## config.mk

```make
export PLATFORM = sky130hd
export DESIGN_NAME = round_controller
export DESIGN_NICKNAME = d
export VERILOG_FILES = /design/src/rtl/round_controller.sv
export SDC_FILE = /design/constraint.sdc
export NUM_CORES = 1
export LEC_CHECK = 0
export CORE_ASPECT_RATIO = 1.2
export CORE_MARGIN = 2
export CORE_UTILIZATION = 48
export CTS_BUF_LIST = sky130_fd_sc_hd__clkbuf_4
export CTS_CLUSTER_SIZE = 24
export DETAILED_ROUTE_END_ITERATION = 8
export PLACE_DENSITY = 0.9
export SYNTH_ARGS = -nofsm -noshare
export SYNTH_HDL_FRONTEND = slang
export SYNTH_SLANG_ARGS = --single-unit
```

## constraint.sdc

```tcl
create_clock -name Clk -period 2.05 [get_ports Clk]
set_input_delay 0.41 -clock Clk [delete_from_list [all_inputs] [get_ports Clk]]
set_output_delay 0.41 -clock Clk [all_outputs]
set_load 0.02 [all_outputs]
```

## src/rtl/round_controller.sv

```systemverilog
// Round/match sequencer: frame-tick synchroniser, BCD round timer, KO/time-out
// detection, round-win tally and match winner, plus fight_en / round_rst drive.
module round_controller #(
    parameter int FRAMES_PER_SEC = 60,
    parameter int ROUND_TIME     = 99,
    parameter int INTRO_FRAMES   = 120,
    parameter int KO_FRAMES      = 180,
    parameter int WINS_NEEDED    = 2
) (
    input  logic       Clk,
    input  logic       Reset_n,
    input  logic       frame_vs,
    input  logic       start,
    input  logic [7:0] RyuHealth,
    input  logic [7:0] AkumaHealth,
    output logic       fight_en,
    output logic       round_rst,
    output logic [3:0] timer_tens,
    output logic [3:0] timer_ones,
    output logic [1:0] ryu_wins,
    output logic [1:0] akuma_wins,
    output logic [1:0] winner,
    output logic [2:0] state
);

    localparam int SUB_MAX0 = (FRAMES_PER_SEC > INTRO_FRAMES) ? FRAMES_PER_SEC : INTRO_FRAMES;
    localparam int SUB_MAX  = (SUB_MAX0 > KO_FRAMES) ? SUB_MAX0 : KO_FRAMES;
    localparam int CW       = (SUB_MAX > 1) ? $clog2(SUB_MAX) : 1;

    localparam logic [CW-1:0] FPS_LAST   = CW'(FRAMES_PER_SEC - 1);
    localparam logic [CW-1:0] INTRO_LAST = CW'(INTRO_FRAMES - 1);
    localparam logic [CW-1:0] KO_LAST    = CW'(KO_FRAMES - 1);
    localparam logic [3:0]    RT_TENS    = 4'(ROUND_TIME / 10);
    localparam logic [3:0]    RT_ONES    = 4'(ROUND_TIME % 10);
    localparam logic [1:0]    WN         = 2'(WINS_NEEDED);

    typedef enum logic [2:0] {
        S_IDLE  = 3'd0,
        S_INTRO = 3'd1,
        S_FIGHT = 3'd2,
        S_KO    = 3'd3,
        S_OVER  = 3'd4
    } state_t;

    state_t        state_q, state_d;
    logic [2:0]    vs_sync;
    logic          tick;
    logic [CW-1:0] sub_cnt;

    logic       round_start, new_match, ko_enter, tmr_dec, sub_clr, sub_inc;
    logic [1:0] ko_winner;
    logic       ryu_ko, akuma_ko, timer_zero;

    assign ryu_ko     = (RyuHealth == 8'd0);
    assign akuma_ko   = (AkumaHealth == 8'd0);
    assign timer_zero = (timer_tens == 4'd0) && (timer_ones == 4'd0);
    assign fight_en   = (state_q == S_FIGHT);
    assign state      = state_q;

    // Two flops of synchronisation, a third for edge detect, then a registered
    // tick: the pulse lands three Clk after the raw rising edge.
    always_ff @(posedge Clk or negedge Reset_n) begin
        if (!Reset_n) begin
            vs_sync <= 3'b000;
            tick    <= 1'b0;
        end else begin
            vs_sync <= {vs_sync[1:0], frame_vs};
            tick    <= vs_sync[1] & ~vs_sync[2];
        end
    end

    always_ff @(posedge Clk or negedge Reset_n) begin
        if (!Reset_n) state_q <= S_IDLE;
        else          state_q <= state_d;
    end

    always_comb begin
        state_d     = state_q;
        round_start = 1'b0;
        new_match   = 1'b0;
        ko_enter    = 1'b0;
        ko_winner   = 2'b00;
        tmr_dec     = 1'b0;
        sub_clr     = 1'b0;
        sub_inc     = 1'b0;
        case (state_q)
            S_IDLE, S_OVER: begin
                if (start) begin
                    state_d     = S_INTRO;
                    round_start = 1'b1;
                    new_match   = 1'b1;
                    sub_clr     = 1'b1;
                end
            end
            S_INTRO: begin
                if (tick) begin
                    if (sub_cnt == INTRO_LAST) begin
                        state_d = S_FIGHT;
                        sub_clr = 1'b1;
                    end else begin
                        sub_inc = 1'b1;
                    end
                end
            end
            S_FIGHT: begin
                // {ryu_ko, akuma_ko} maps straight onto the winner code.
                if (ryu_ko || akuma_ko) begin
                    ko_enter  = 1'b1;
                    ko_winner = {ryu_ko, akuma_ko};
                end else if (timer_zero) begin
                    ko_enter = 1'b1;
                    if (RyuHealth > AkumaHealth)      ko_winner = 2'b01;
                    else if (AkumaHealth > RyuHealth) ko_winner = 2'b10;
                    else                              ko_winner = 2'b11;
                end else if (tick) begin
                    if (sub_cnt == FPS_LAST) begin
                        tmr_dec = 1'b1;
                        sub_clr = 1'b1;
                    end else begin
                        sub_inc = 1'b1;
                    end
                end
                if (ko_enter) begin
                    state_d = S_KO;
                    sub_clr = 1'b1;
                end
            end
            S_KO: begin
                if (tick) begin
                    if (sub_cnt == KO_LAST) begin
                        sub_clr = 1'b1;
                        if (ryu_wins == WN || akuma_wins == WN) begin
                            state_d = S_OVER;
                        end else begin
                            state_d     = S_INTRO;
                            round_start = 1'b1;
                        end
                    end else begin
                        sub_inc = 1'b1;
                    end
                end
            end
            default: state_d = S_IDLE;
        endcase
    end

    always_ff @(posedge Clk or negedge Reset_n) begin
        if (!Reset_n) begin
            sub_cnt    <= '0;
            timer_tens <= RT_TENS;
            timer_ones <= RT_ONES;
            ryu_wins   <= 2'd0;
            akuma_wins <= 2'd0;
            winner     <= 2'b00;
            round_rst  <= 1'b0;
        end else begin
            if (sub_clr)      sub_cnt <= '0;
            else if (sub_inc) sub_cnt <= sub_cnt + 1'b1;

            if (round_start) begin
                timer_tens <= RT_TENS;
                timer_ones <= RT_ONES;
                winner     <= 2'b00;
                if (new_match) begin
                    ryu_wins   <= 2'd0;
                    akuma_wins <= 2'd0;
                end
            end else if (tmr_dec && !timer_zero) begin
                if (timer_ones == 4'd0) begin
                    timer_ones <= 4'd9;
                    timer_tens <= timer_tens - 4'd1;
                end else begin
                    timer_ones <= timer_ones - 4'd1;
                end
            end

            // Winner is latched on KO entry and simply held through MATCH_OVER.
            if (ko_enter) begin
                winner <= ko_winner;
                if (ko_winner == 2'b01 && ryu_wins != WN)   ryu_wins   <= ryu_wins + 2'd1;
                if (ko_winner == 2'b10 && akuma_wins != WN) akuma_wins <= akuma_wins + 2'd1;
            end

            if (round_start)  round_rst <= 1'b1;
            else if (tick)    round_rst <= 1'b0;
        end
    end

endmodule

```

==> impl_metrics.toml <==
[power_and_ir_drop]
switching_share_pct = 31.6
p_int_w = 0.000924
p_per_area_nw_per_um2 = 479
clkPwrFrac_pct = 26.0
p_seq_share_pct = 49.7
vdd_drop_max_uv = 504
p_leak_nw = 1.23
share_comb_of_total_power_pct = 24.3
switching_power_w = 0.000426
power_w = 0.00135

[run_status]
status = "finished with violations"
violations = "setup timing"

[synthesis]
synth_top_family_by_area = "simple AND/OR/NAND/NOR gates"
yosysWarningCount = 0
yosysSeqAreaShare_pct = 39.3
synthSimpleGateAreaFrac_pct = 26.3
avgSynthCellArea_um2 = 9.53
synth_xor_area_share_pct = 2.73
synth_compound_area_share_pct = 14.6
synth_top_flop_cell = "dfrtp_1"
ys_ff_latch = 30
syn_nets = 236
async_flop_share_pct = 100
synth_cell_types = 57
synth_adder_area_share_pct = 9.10
netlist_area_um2 = 1920
synth_mux_area_share_pct = 3.12
syn_inst = 202
synth_edf_count = 0

[clock_network]
numClockSinks = 30
clockBufferDepth = 2
cts_tree = "done"
hold_buffers = 0
numCtsBuffers = 5
clk_pin_slew_ns = 0.10
htreeDepth = 2
clk_latency_ns = 0.35
cts-root-buf = "clkbuf_4"

[critical_path]
cp_max_fo = 4
worstSetupPathType = "reg -> reg"
end_kind = "flop"
start_kind = "flop"
r2r-start = "timer_ones[0]$_DFFE_PN1P_"
worstSetupStartpoint = "timer_ones[0]$_DFFE_PN1P_"
critical_path_required_ns = 2.32
reg2reg_slack_ns = -0.06
arrival_ns = 2.37

[floorplan]
num_rows = 25
start_util_pct = 49.2
core_um2 = 3910
die_h_um = 73.4
die_x_um = 61.8
die_area_um2 = 4530
ios = 39

[drt]
dr_total_vias = 1855
drt_iter0_drc = 58
drc_errors = 0
drtPass1Iterations = 4
wire_per_inst_um = 16.2
via_per_inst = 5.62
drt-total-wl_um = 5350
detail-route-antenna-nets = 0

[worst_hold_path]
min_from = "vs_sync[0]$_DFF_PN0_"
hold_path.class = "reg -> reg"

[placement]
io_buffers = 38
hpwl_um = 3700
place.gp.congestion = 0.857
dp.cells = 313

[global_routing]
globalRouteOverflowTotal = 0
antenna_found_initial = 0
grtUsageTotal_pct = 23.3
grt_max_degree = 31
grt_pass1_wl_um = 7870
grt_pass1_vias = 1909

[job]
maxCapViolations = 0

[timing]
rsz0062_at_grt = "yes"
worstMarginPinSlew_ns = 0.624
period_needed_ns = 2.11
setup_violations = 6
fmax_mhz = 474
drv_slew = 0
worst_slack_ns = -0.0582
final.period_utilization_pct = 103
slew_headroom_pct = 58.3
hold_viol = 0
skew_ns = 0.0140

[cells_and_area]
final_cell_mix = "31 x buf_4, 25 x dfrtp_1, 19 x nand2_1, 19 x clkdlybuf4s50_1, 16 x nor2_1"
drive_gt1_share_pct = 33.3
fin_nets = 309
area_delta_synth_final_pct = 46.4
finalNonFillerCells = 330
mostFrequentLayoutCell = "buf_4"
diodes = 0
## what timing repair did
| item | 4_1_cts | 5_1_grt |
|---|---|---|
| resized for setup | 26 | 35 |
| endpoints found under the setup margin | 14 | 18 |
| pin swaps | 11 | 9 |
| setup buffers | 2 | 7 |
## layer usage
metal	global-route usage [%]	share of wire (%)	up-vias
met1	24.5	38	914
met3	5.63	4.6	9
met2	42.8	55	54
met4	9.46	1.8	0
li1	-	-	878
met5	0	0	-
## power by group through the flow
stage | Combinational [W] | Sequential [W] | Clock, W
detailed placement | 0.000296 | 0.000679 | 0
global route | 0.000361 | 0.000678 | 0.000389
CTS | 0.000300 | 0.000668 | 0.000358
floorplan | 0.000163 | 0.000675 | 0
finish | 0.000328 | 0.000671 | 0.000351
global placement | 0.000284 | 0.000676 | 0
## sequential cells by signal, indices dropped and copies added (netlist names)
signal and cells:
timer_tens 4, tick 1, vs_sync 3, ryu_wins 2, round_rst 1, akuma_wins 2
timer_ones 4, sub_cnt 8, state 3, winner 2
## critical path, cell delays in order, from the launching register on
cell      delay (ns)
dfstp_2         0.55
inv_2           0.05
ha_4            0.15
nor3b_4         0.14
and3_4          0.18
nor4_4          0.27
nand2b_1        0.19
or3_1           0.35
a21oi_2         0.12
## worst paths after layout
kind                                              to  cells after the start
setup / recovery           timer_ones[1]$_DFFE_PN0P_                      8
hold / removal                  vs_sync[1]$_DFF_PN0_                      0
setup reg to reg           timer_ones[1]$_DFFE_PN0P_                      8
hold reg to reg                 vs_sync[1]$_DFF_PN0_                      0
max in group asynchronous  timer_tens[0]$_DFFE_PN1P_                      2
min in group asynchronous      round_rst$_DFFE_PN0P_                      2
## logic make-up after synthesis
| family | count (synthesis) |
|---|---|
| simple gates | 84 |
| compound gates | 38 |
| flops | 30 |
| buf+inv | 24 |
| fa+ha+maj | 14 |
| xor+xnor | 6 |
| mux | 6 |
## through the flow
step | setup slack, ns | utilization, % | TNS [ns] | area (um^2) | hold WS [ns]
floorplan | -0.108 | - | -0.292 | 1980 | 0.114
global placement | -0.559 | 66.0 | -6.67 | 2580 | 0.337
detailed placement | -0.614 | 66.0 | -8.74 | 2580 | 0.340
CTS | -0.0232 | 68.9 | -0.0527 | 2700 | 0.362
global route | -0.120 | 72.1 | -0.855 | 2820 | 0.366
finish | -0.0582 | 72.1 | -0.206 | 2820 | 0.360
## Yosys cell counts, drive strengths merged (3+ instances only)
| master | number | area share (%) |
|---|---|---|
| mux2i | 6 | 3.1 |
| o211ai | 3 | 1.2 |
| ha | 14 | 9.1 |
| and2 | 5 | 1.7 |
| nor3 | 3 | 0.78 |
| and3 | 5 | 1.9 |
| dfstp | 4 | 5.5 |
| xor2 | 5 | 2.3 |
| o21ai | 6 | 1.8 |
| o31ai | 4 | 1.6 |
| nor4 | 7 | 3.4 |
| a21oi | 8 | 3.1 |
| nor2 | 16 | 3.1 |
| inv | 19 | 3.7 |
| nand4 | 5 | 1.6 |
| dfrtp | 26 | 34 |
| nand2 | 20 | 4.0 |
| clkbuf | 3 | 0.65 |
| nand3 | 5 | 1.3 |
## layout make-up
cell class                 count  area, um^2
clock inverter                 2        8.76
inverter                      20        75.1
fill                         266        1090
timing repair buffer          70         589
tap                           54        67.6
clock buffer                   6        45.0
multi-input combinational    148        1270
sequential                    30         757
Power figures use the tool's default switching activity.
